$ cat config.mk
export PLATFORM = sky130hd
export DESIGN_NAME = div_seq_flat
export DESIGN_NICKNAME = d
export VERILOG_FILES = /design/src/rtl/div_seq_if.sv /design/src/rtl/div_seq.sv /design/src/flat_wrapper.sv
export SDC_FILE = /design/constraint.sdc
export NUM_CORES = 1
export LEC_CHECK = 0
export ABC_AREA = 1
export CAP_MARGIN = 20
export CORE_ASPECT_RATIO = 1.25
export CORE_MARGIN = 2
export CORE_UTILIZATION = 60
export CTS_CLUSTER_DIAMETER = 150
export CTS_CLUSTER_SIZE = 28
export DETAILED_ROUTE_END_ITERATION = 16
export GPL_TIMING_DRIVEN = 0
export PLACE_DENSITY = 0.85
export SLEW_MARGIN = 20
export SYNTH_ARGS = -nofsm -noshare
export SYNTH_HDL_FRONTEND = slang
export SYNTH_SLANG_ARGS = --single-unit
export TNS_END_PERCENT = 10
$ cat constraint.sdc
create_clock -name clk -period 12.2 [get_ports clk]
set_clock_uncertainty 0.15 [all_clocks]
set_input_delay 1.83 -clock clk [delete_from_list [all_inputs] [get_ports clk]]
set_output_delay 1.83 -clock clk [all_outputs]
set_load 0.02 [all_outputs]
$ cat src/rtl/div_seq_if.sv
// Request/result bundle between the EX-stage control and the DIV/DIVU sequencer.
interface div_seq_if;
  logic        start;
  logic        signed_div;
  logic [31:0] opdata1;
  logic [31:0] opdata2;
  logic        annul;
  logic [63:0] result;
  logic        ready;
  logic        stall_req;

  // Pipeline side: issues the request and consumes the result.
  modport master (
    output start, signed_div, opdata1, opdata2, annul,
    input  result, ready, stall_req
  );

  // Divider side.
  modport slave (
    input  start, signed_div, opdata1, opdata2, annul,
    output result, ready, stall_req
  );
endinterface

$ cat src/rtl/div_seq.sv
// Multi-cycle DIV/DIVU unit: 32-step restoring shift-subtract on magnitudes,
// with sign fix-up applied once on the final step. Holds the pipeline with
// stall_req until {remainder, quotient} is presented with ready.
module div_seq (
  input  logic      clk,
  input  logic      resetn,
  div_seq_if.slave  bus
);

  typedef enum logic [1:0] {
    S_IDLE,
    S_BYZERO,
    S_BUSY,
    S_DONE
  } state_t;

  state_t      state_q;
  logic [31:0] rem_q;
  logic [31:0] quo_q;
  logic [31:0] dvs_q;
  logic [4:0]  cnt_q;
  logic        neg_quo_q;
  logic        neg_rem_q;
  logic        ready_q;
  logic [63:0] result_q;

  logic [32:0] part;
  logic [32:0] diff;
  logic [31:0] rem_d;
  logic [31:0] quo_d;
  logic [31:0] fix_rem;
  logic [31:0] fix_quo;
  logic [31:0] abs_a;
  logic [31:0] abs_b;

  // Operand magnitudes at acceptance; the most negative value wraps to itself,
  // which is exactly what the unsigned core needs for 0x80000000.
  always_comb begin
    abs_a = (bus.signed_div && bus.opdata1[31]) ? 32'd0 - bus.opdata1 : bus.opdata1;
    abs_b = (bus.signed_div && bus.opdata2[31]) ? 32'd0 - bus.opdata2 : bus.opdata2;
  end

  // One restoring step: shift in the next dividend bit, trial-subtract, keep or restore.
  // NOTE: every output of a combinational block is assigned on every path, so no latch is inferred.
  always_comb begin
    part = {rem_q, quo_q[31]};
    diff = part - {1'b0, dvs_q};
    if (!diff[32]) begin
      rem_d = diff[31:0];
      quo_d = {quo_q[30:0], 1'b1};
    end else begin
      rem_d = part[31:0];
      quo_d = {quo_q[30:0], 1'b0};
    end
    fix_rem = neg_rem_q ? 32'd0 - rem_d : rem_d;
    fix_quo = neg_quo_q ? 32'd0 - quo_d : quo_d;
  end

  // Sequencer and datapath registers, including the registered result/ready outputs.
  // NOTE: state is updated with non-blocking assignments so every register sees pre-edge values.
  always_ff @(posedge clk or negedge resetn) begin
    if (!resetn) begin
      state_q   <= S_IDLE;
      rem_q     <= '0;
      quo_q     <= '0;
      dvs_q     <= '0;
      cnt_q     <= '0;
      neg_quo_q <= 1'b0;
      neg_rem_q <= 1'b0;
      ready_q   <= 1'b0;
      result_q  <= '0;
    end else begin
      unique case (state_q)
        S_IDLE: begin
          if (bus.start && !bus.annul) begin
            if (bus.opdata2 == 32'd0) begin
              state_q <= S_BYZERO;
            end else begin
              state_q   <= S_BUSY;
              quo_q     <= abs_a;
              rem_q     <= '0;
              dvs_q     <= abs_b;
              cnt_q     <= '0;
              neg_quo_q <= bus.signed_div & (bus.opdata1[31] ^ bus.opdata2[31]);
              neg_rem_q <= bus.signed_div & bus.opdata1[31];
            end
          end
        end
        S_BYZERO: begin
          if (bus.annul) begin
            state_q <= S_IDLE;
          end else begin
            rem_q    <= '0;
            quo_q    <= '0;
            result_q <= '0;
            ready_q  <= 1'b1;
            state_q  <= S_DONE;
          end
        end
        S_BUSY: begin
          if (bus.annul) begin
            state_q <= S_IDLE;
          end else begin
            rem_q <= rem_d;
            quo_q <= quo_d;
            cnt_q <= cnt_q + 5'd1;
            if (cnt_q == 5'd31) begin
              state_q  <= S_DONE;
              ready_q  <= 1'b1;
              result_q <= {fix_rem, fix_quo};
            end
          end
        end
        S_DONE: begin
          if (bus.annul || !bus.start) begin
            state_q  <= S_IDLE;
            ready_q  <= 1'b0;
            result_q <= '0;
          end
        end
        default: state_q <= S_IDLE;
      endcase
    end
  end

  assign bus.result    = result_q;
  assign bus.ready     = ready_q;
  // Stall is combinational so it covers the acceptance cycle; gated off during reset.
  assign bus.stall_req = resetn & bus.start & ~bus.annul & (state_q != S_DONE);

endmodule

$ cat src/flat_wrapper.sv
// flat-port wrapper written by rule: the top's interface ports become plain ports
module div_seq_flat 
  (clk, resetn, bus_start, bus_signed_div, bus_opdata1, bus_opdata2, bus_annul, bus_result, bus_ready, bus_stall_req);
  div_seq_if bus_i ();
  input  logic clk;
  input  logic resetn;
  input wire logic [$bits(bus_i.start)-1:0] bus_start;
  input wire logic [$bits(bus_i.signed_div)-1:0] bus_signed_div;
  input wire logic [$bits(bus_i.opdata1)-1:0] bus_opdata1;
  input wire logic [$bits(bus_i.opdata2)-1:0] bus_opdata2;
  input wire logic [$bits(bus_i.annul)-1:0] bus_annul;
  output wire logic [$bits(bus_i.result)-1:0] bus_result;
  output wire logic [$bits(bus_i.ready)-1:0] bus_ready;
  output wire logic [$bits(bus_i.stall_req)-1:0] bus_stall_req;
  assign bus_i.start = bus_start;
  assign bus_i.signed_div = bus_signed_div;
  assign bus_i.opdata1 = bus_opdata1;
  assign bus_i.opdata2 = bus_opdata2;
  assign bus_i.annul = bus_annul;
  assign bus_result = bus_i.result;
  assign bus_ready = bus_i.ready;
  assign bus_stall_req = bus_i.stall_req;
  div_seq u_core (.clk(clk), .resetn(resetn), .bus(bus_i));
endmodule
### After elaboration in Yosys (flattened, before gate mapping)

Cells that the tools add are included.
Widths: inputs -> output; s select.

| word-level totals | value |
|---|---|
| bits in registers | 170 |
| input port bits | 69 |
| output and inout port bits | 66 |
| logic and storage cells | 87 |

| operators by class | value |
|---|---|
| add/sub/neg operators | 6 |
| eq/ne operators | 12 |
| mux-type cells | 36 |
| bitwise logic cells | 8 |
| reduce and logical (&&, ||, !) cells | 16 |

Operator list:

| kind | number |
|---|---|
| $mux 32 | 12 |
| $mux 64 | 4 |
| $pmux 32 s3 | 2 |
| $pmux 64 s3 | 1 |
| $sub 1x32->32 const A | 4 |
| $sub 33x32->33 | 1 |
| $logic_not 32->1 | 1 |
| $mux 5 | 3 |
| $mux 2 | 6 |
| $pmux 5 s2 | 1 |
| $reduce_and 5->1 | 2 |
| $ne 2x2->1 const B | 4 |
| $pmux 2 s4 | 1 |
| $ne 2x1->1 const B | 3 |
| $reduce_and 3->1 | 2 |
| $reduce_bool 3->1 | 2 |
| $add 5x1->5 const B | 1 |
| $and 1x1->1 | 5 |
| $eq 5x5->1 const B | 1 |
| $mux 1 | 5 |
| $eq 2x2->1 const B | 2 |
| $reduce_and 4->1 | 1 |
| $logic_and 1x1->1 | 3 |
| $ne 3x2->1 const B | 1 |
| 8 further kinds | 10 |

### Depth between registers and ports, before layout

| depth | value |
|---|---|
| depth in word-level cells | 7 |
| mapped depth | 32 |
| mapped depth without buffers | 30 |

### Worst setup path after synthesis

Ideal clock, no wire load.

| timing path | value |
|---|---|
| path kind | input to output |
| from | in bus_annul |
| to | out bus_stall_req |
| arrival | 2.246 ns |
| data required time | 10.220 ns |
| slack | 7.974 ns |
| stages | 3 |
| path buffers | 0 |
| cell sequence | inv_1 -> nand2_1 -> nor2_1 |

| on the way | value |
|---|---|
| longest elaborated chain between the ends | 3 |

Ends and longest elaborated chain:

| item | RTL line | source |
|---|---|---|
| start: declaration | flat_wrapper.sv:11 | `input wire logic [$bits(bus_i.annul)-1:0] bus_annul;` |
| $not 1->1 | div_seq.sv:129 | `assign bus.stall_req = resetn & bus.start & ~bus.annul & (state_q != S_DONE);` |
| $and 1x1->1 (2 in series) | div_seq.sv:129 |  |
| end: declaration | flat_wrapper.sv:14 | `output wire logic [$bits(bus_i.stall_req)-1:0] bus_stall_req;` |

Every way passes these cells.

### Final worst setup path

| timing path | value |
|---|---|
| from | reg u_core.dvs_q[0] |
| to | reg u_core.result_q[28], in the netlist u_core.bus.result[28] |

| on the way | value |
|---|---|
| longest elaborated chain between the ends | 7 |

Ends and longest elaborated chain:

| item | RTL line | source |
|---|---|---|
| start: declaration | div_seq.sv:20 | `logic [31:0] dvs_q;` |
| start signal: assignment | div_seq.sv:82 | `dvs_q <= abs_b;` |
| $sub 33x32->33 | div_seq.sv:47 | `diff = part - {1'b0, dvs_q};` |
| $mux 1 | div_seq.sv:48 | `if (!diff[32]) begin` |
| $sub 1x32->32 | div_seq.sv:56 | `fix_quo = neg_quo_q ? 32'd0 - quo_d : quo_d;` |
| $mux 32 | div_seq.sv:56 |  |
| $mux 64 | div_seq.sv:107 | `if (cnt_q == 5'd31) begin` |
| $mux 64 | div_seq.sv:101 | `if (bus.annul) begin` |
| $pmux 64 s3 | div_seq.sv:73 | `unique case (state_q)` |
| end signal: assignment | div_seq.sv:110 | `result_q <= {fix_rem, fix_quo};` |
| end: declaration | div_seq.sv:25 | `logic [63:0] result_q;` |

Every way passes these cells. The select of a mux whose other input is x is not followed.
A chain may end at the register's enable or synchronous reset.

==> flow_summary_export.csv <==
group,metric,value,unit
status,outcome,"complete, no violations",
route,dr.pass1.iters,6,
logic_synthesis,synthFlopType,"dfrtp_1",
route,drtIter0Drc,1166,
clocking,tritoncts,"done",
timing,whs,0.331,ns
global_routing,grt_util_all_layers,39.2,%
logic_synthesis,yosysWarnings,0,
critical_path,cpMostUsedCell,"nand2_1",
floorplan,die_w,138,um
floorplan,die_area,23500,sq um
worst_hold_path,hold_class,"register to register",
route,routed_via_density,5.69,
logic_synthesis,async_flop_share,100,%
clocking,cts_max_level,4,
cells_and_area,nets,2371,
cells_and_area,final.fill_count,1961,
floorplan,row_count,61,
critical_path,endpoint_kind,"register",
logic_synthesis,synth_edf_count,0,
clocking,postCtsSetupRepairBufs,0,
critical_path,critPathKind,"register to register",
placed_design,finalWeightedCongestion,0.953,
timing,tns,0,ns
cells_and_area,synthToLayoutAreaGrowth,17.1,%
global_routing,overflow,0,
critical_path,required,12.38,ns
clocking,ctsResizeCount,0,
placed_design,numPortBuffers,134,
floorplan,pin_count,135,
job,max_cap_violations,0,
clocking,holdBufCountCts,0,
cells_and_area,regArea,4250,sq um
route,routed_wl,44.9,mm
route,drc,0,
timing,fmax,187,MHz
logic_synthesis,synthCells,2104,
timing,min_period_over_period,43.9,%
timing,worstMarginPinSlew,1.07,ns
critical_path,cp_max_fo,10,
critical_path,slowest_stage,"dfrtp_1",
timing,slew_headroom,28.1,%
logic_synthesis,synth_nets,2217,
global_routing,grt_pass1_vias,14051,
logic_synthesis,ys_seq_elements,170,
cells_and_area,n_antenna_cell,0,
clocking,cts_buffer_depth,2,
clocking,cts_root_buf,"clkbuf_16",
timing,fin_crit,5.35,ns
clocking,clk_latency,0.45,ns
logic_synthesis,synth_cell_types,52,
placed_design,dp_hpwl,35.0,mm
cells_and_area,drive_above_1_share,5.02,%
clocking,cts_buffers,17,
logic_synthesis,syn_area,13400,sq um
timing,hold_viol,0,
timing,rsz0062_at_grt,"false",
route,ant_nets,0,
global_routing,antenna_found_initial,0,
floorplan,start_util,60.7,%
route,vias,14542,
clocking,cts_num_sinks,170,
critical_path,critical_path_arrival,5.53,ns
clocking,cts.clk_slew.worst_paths,0.08,ns
route,wl_per_cell,17.6,um
logic_synthesis,synth-seq-area-share,31.8,%
timing,setup_viol,0,
critical_path,slowest_delay,0.41,ns
floorplan,core-area,22100,sq um
global_routing,grt_pass1_wl,70.2,mm
critical_path,startpoint_type,"register",
timing,final-max-slew-violation-count,0,
floorplan,die_h,171,um
cells_and_area,multi_input_area,7680,sq um
global_routing,grt_max_degree,102,
logic_synthesis,syn_area_per_cell,6.37,sq um
==> worst paths after layout <==
kind,cells past startpoint,endpoint,start,slack (ns)
min in group asynchronous,1,u_core.cnt_q[2],resetn,1.18
max in group asynchronous,2,u_core.bus.result[24],resetn,9.76
max,31,u_core.bus.result[28],u_core.dvs_q[0],6.85
min reg2reg,1,u_core.cnt_q[2],u_core.cnt_q[2],0.33
min,1,u_core.cnt_q[2],u_core.cnt_q[2],0.33
max reg2reg,31,u_core.bus.result[28],u_core.dvs_q[0],6.85
==> stage by stage <==
step / area (sq um) / worst slack (ns) / utilization (%) / instances
floorplan: 13400 / 7.97 / - / 2104
global placement: 15100 / 1.40 / 68.4 / 2521
detailed placement: 15100 / 6.96 / 68.6 / 2522
CTS: 15700 / 6.94 / 71.1 / 2554
global route: 15700 / 6.44 / 71.1 / 2554
finish: 15700 / 6.85 / 71.1 / 2554
==> cell families (layout without fill, tap and decap cells) <==
kind of cell	after synthesis	after routing	share of synthesized area, %
muxes	1	1	0.0747
buffers and inverters	367	534	10.9
AOI/OAI and AO/OA	306	306	12.6
and+or+nand+nor	1157	1157	36.7
DFF	170	170	31.8
xor gates and xnor gates	59	59	3.86
adders and majority gates	44	44	4.17
==> cell usage after synthesis, types with 7 or more instances <==
cell,count,area share (%)
a21oi_1,56,2.1
a22oi_1,9,0.50
clkbuf_1,46,1.3
dfrtp_1,170,32
ha_1,43,4.0
inv_1,300,8.4
nand2_1,700,20
nand2_2,32,1.5
nand2_4,7,0.59
nand3_1,123,4.6
nand3b_1,10,0.56
nand4_1,16,0.75
nor2_1,191,5.4
nor3_1,44,1.6
nor4_1,8,0.37
o21ai_0,161,6.0
o21ai_1,18,0.67
o22ai_1,34,1.6
xnor2_1,22,1.4
xor2_1,37,2.4
==> cells in the final DEF (no fill, tap or decap), types with 8 or more instances in the layout <==
master           synthesis  routed
dfrtp_1                170     170
a21oi_1                 56      56
a22oi_1                  9       9
xnor2_1                 22      22
o21ai_1                 18      18
clkdlybuf4s50_1          0     133
ha_1                    43      43
o21ai_0                161     161
clkbuf_1                46      47
nand3_1                123     123
nor4_1                   8       8
o22ai_1                 34      34
nor2_1                 191     191
nand3b_1                10      10
nand4_1                 16      16
clkbuf_16                0      17
nand2_2                 32      32
nand2_1                700     700
inv_1                  300     300
nor3_1                  44      44
xor2_1                  37      37
==> final cells by class <==
type                       count  area share (%)
timing repair buffer         135            8.76
multi-input combinational   1567            49.0
sequential                   170            27.1
clock inverter                14           0.861
buffer                        63            2.01
inverter                     304            7.27
tap                          283            2.26
clock buffer                  18            2.74
==> layer usage <==
metal,vias to the layer above,track usage (%),part of all wire [%]
met5,-,0,0
met3,210,7.17,6.3
met4,0,27.1,8.1
met1,6716,42.5,36
met2,640,68.6,50
li1,6976,-,-
==> state kept, by name (all words and copies together), names as in the netlist <==
register           cells
u_core.bus.result     64
u_core.dvs_q          32
u_core.quo_q          32
u_core.rem_q          32
u_core.cnt_q           5
u_core.state_q         2
u_core.bus.ready       1
u_core.neg_quo_q       1
u_core.neg_rem_q       1
==> critical path, delay by kind of cell (launching register included) <==
family / cells / cell delay, ns
flops: 1 / 0.41
simple gates: 19 / 2.69
fa+ha+maj: 3 / 0.82
compound gates: 4 / 0.57
buf+inv: 5 / 0.58
Power is not shown: default switching activity piles up to over one toggle a cycle in this logic, so the estimate is an artifact.
==> patch, RTL diff (config.mk and constraints unchanged) <==
The 4 states of `state_t` get a one-hot encoding in 4 bits.
--- a/src/rtl/div_seq.sv
+++ b/src/rtl/div_seq.sv
@@ -7,11 +7,11 @@
   div_seq_if.slave  bus
 );
 
-  typedef enum logic [1:0] {
-    S_IDLE,
-    S_BYZERO,
-    S_BUSY,
-    S_DONE
+  typedef enum logic [3:0] {
+    S_IDLE   = 4'b0001,
+    S_BYZERO = 4'b0010,
+    S_BUSY   = 4'b0100,
+    S_DONE   = 4'b1000
   } state_t;
 
   state_t      state_q;
Formal check against the unedited RTL: same outputs for any inputs over 4 cycles, from zero or initial values and one cycle with resetn low; so few cycles prove little.
==> patch against the original RTL <==
Critical path depth shrank 24. Wire length shrank 2.1%. Die area shrank 0.82%. Sequential share of layout area grew 0.48 points. Synthesized cell count shrank 1.7%. Non-clock buffer count shrank 2. Register-to-register slack gained 0.58 ns. Core utilization grew 1.0 points. Sequential cell count grew 2. Area after synthesis shrank 0.84%. Cell area shrank 0.55%. Setup slack gained 0.013 ns. Highest routed layer unchanged.
==> patch: results (changes against the original RTL) <==
stage;metric;value;unit;change
logic_synthesis;synth_fa_ha_area_frac;0.0373;;was 0.0417
worst_hold_path;worstHoldStart;u_core.bus.ready$_DFFE_PN0P_;;was u_core.cnt_q[2]$_DFFE_PN0P_
clock_tree;cts_setup_buffers;0;;unchanged
setup_path;crit_fanout;3;;was 10
global_routing;grt_util_met1;0.459;;was 0.425
logic_synthesis;synthTopCellsByCount;726 x nand2_1, 304 x inv_1, 193 x nor2_1;;was 700 x nand2_1, 300 x inv_1, 191 x nor2_1
setup_path;ff2ff_path_depth;26;;was 31
placed_design;gp_congestion;0.988;;was 0.953
placed_design;place_hpwl;34500;µm;was 35,000 µm
global_routing;use_met3;0.0697;;was 0.0717
status;status;completed;;unchanged
logic_synthesis;yosys_warnings;0;;unchanged
global_routing;grt_max_degree;96;;was 102
drt;drt-total-wl;43900;µm;was 44,900 µm
setup_path;max_stage_delay;0.63;ns;was 0.41 ns
drt;wl_met3;2850;µm;was 2810 µm
worst_hold_path;whs_endpoint;u_core.bus.ready$_DFFE_PN0P_;;was u_core.cnt_q[2]$_DFFE_PN0P_
logic_synthesis;synth_xor_area_frac;0.0528;;was 0.0386
setup_path;r2r_start;u_core.rem_q[26]$_DFFE_PN0P_;;was u_core.dvs_q[0]$_DFFE_PN0P_
global_routing;grt_util_all_layers;0.394;;was 0.392
logic_synthesis;synthTopCellsByArea;dfrtp_1 32%, nand2_1 21%, inv_1 8.6%;;was dfrtp_1 32%, nand2_1 20%, inv_1 8.4%
global_routing;grt_pass1_wl;70400;µm;was 70,200 µm
clock_tree;clockBufferDepth;2;;unchanged
setup_path;worst_path_max_delay_cell;clkdlybuf4s50_1;;was dfrtp_1
placed_design;place_area;15000;µm²;was 15,100 µm²
setup_path;critical_path_arrival;3.36;ns;was 5.53 ns
global_routing;grt_pass1_vias;14000;;was 14,100
logic_synthesis;synth_compound_area_frac;0.116;;was 0.126
worst_hold_path;holdPathStages;2;;was 1
drt;viasPerCell;5.69;;about the same
cells_and_area;layout-drive-gt1-share;0.0537;;was 0.0502
clock_tree;cts_resized;0;;unchanged
setup_path;critPathLaunch;bus_annul;;was u_core.dvs_q[0]$_DFFE_PN0P_
cells_and_area;final_cells;2515;;was 2,554
logic_synthesis;syn_nets;2177;;was 2,217
setup_path;setup.worst_path.end;bus_stall_req;;was u_core.bus.result[28]$_DFFE_PN0P_
cells_and_area;fin_nets;2331;;was 2,371
power_and_ir_drop;leakage;8.40;nW;
cells_and_area;fillerInstances;1862;;was 1,961
cells_and_area;largest_reg_flops;64;;unchanged
timing;tightest_slew;1.01;ns;was 1.07 ns
drt;wl_met1;16800;µm;was 16,200 µm
global_routing;use_met2;0.636;;was 0.686
logic_synthesis;synth_cell_types;48;;was 52
drt;routed-wl-met2;20200;µm;was 22,300 µm
logic_synthesis;synthMuxAreaShare;0;;was 0.000747
logic_synthesis;avgSynthCellArea;6.42;µm²;was 6.37 µm²
logic_synthesis;ys_seq_area_frac;0.324;;was 0.318
power_and_ir_drop;max-vdd-ir-drop;0.000140;V;
setup_path;worst-r2r-setup-slack;7.43;ns;was 6.85 ns
[patch: final cells by class]
cell class | instances | area (µm²) | area share
clock inverters | 15 | 168 | 0.0107
inverters | 310 | 1160 | 0.0746
well taps | 279 | 349 | 0.0224
flip-flops and latches | 172 | 4310 | 0.276
repair buffers | 135 | 1370 | 0.0881
plain buffers | 61 | 299 | 0.0192
clock buffers | 17 | 425 | 0.0273
multi-input cells | 1526 | 7520 | 0.482
[patch: stage by stage]
| stage | setup WS, ns | hold WS (ns) | util |
|---|---|---|---|
| 2_1_floorplan | 7.88 | 0.303 | - |
| 3_3_place_gp | 1.23 | 0.312 | 0.693 |
| 3_5_place_dp | 6.85 | 0.315 | 0.694 |
| 4_1_cts | 6.85 | 0.338 | 0.721 |
| 5_1_grt | 6.79 | 0.353 | 0.722 |
| 6_report | 6.86 | 0.333 | 0.722 |
[patch: worst max-delay path: cells and delay by family]
family | cells | cell delay [ns]
and+or+nand+nor | 3 | 0.25
buffers and inverters | 4 | 1.27
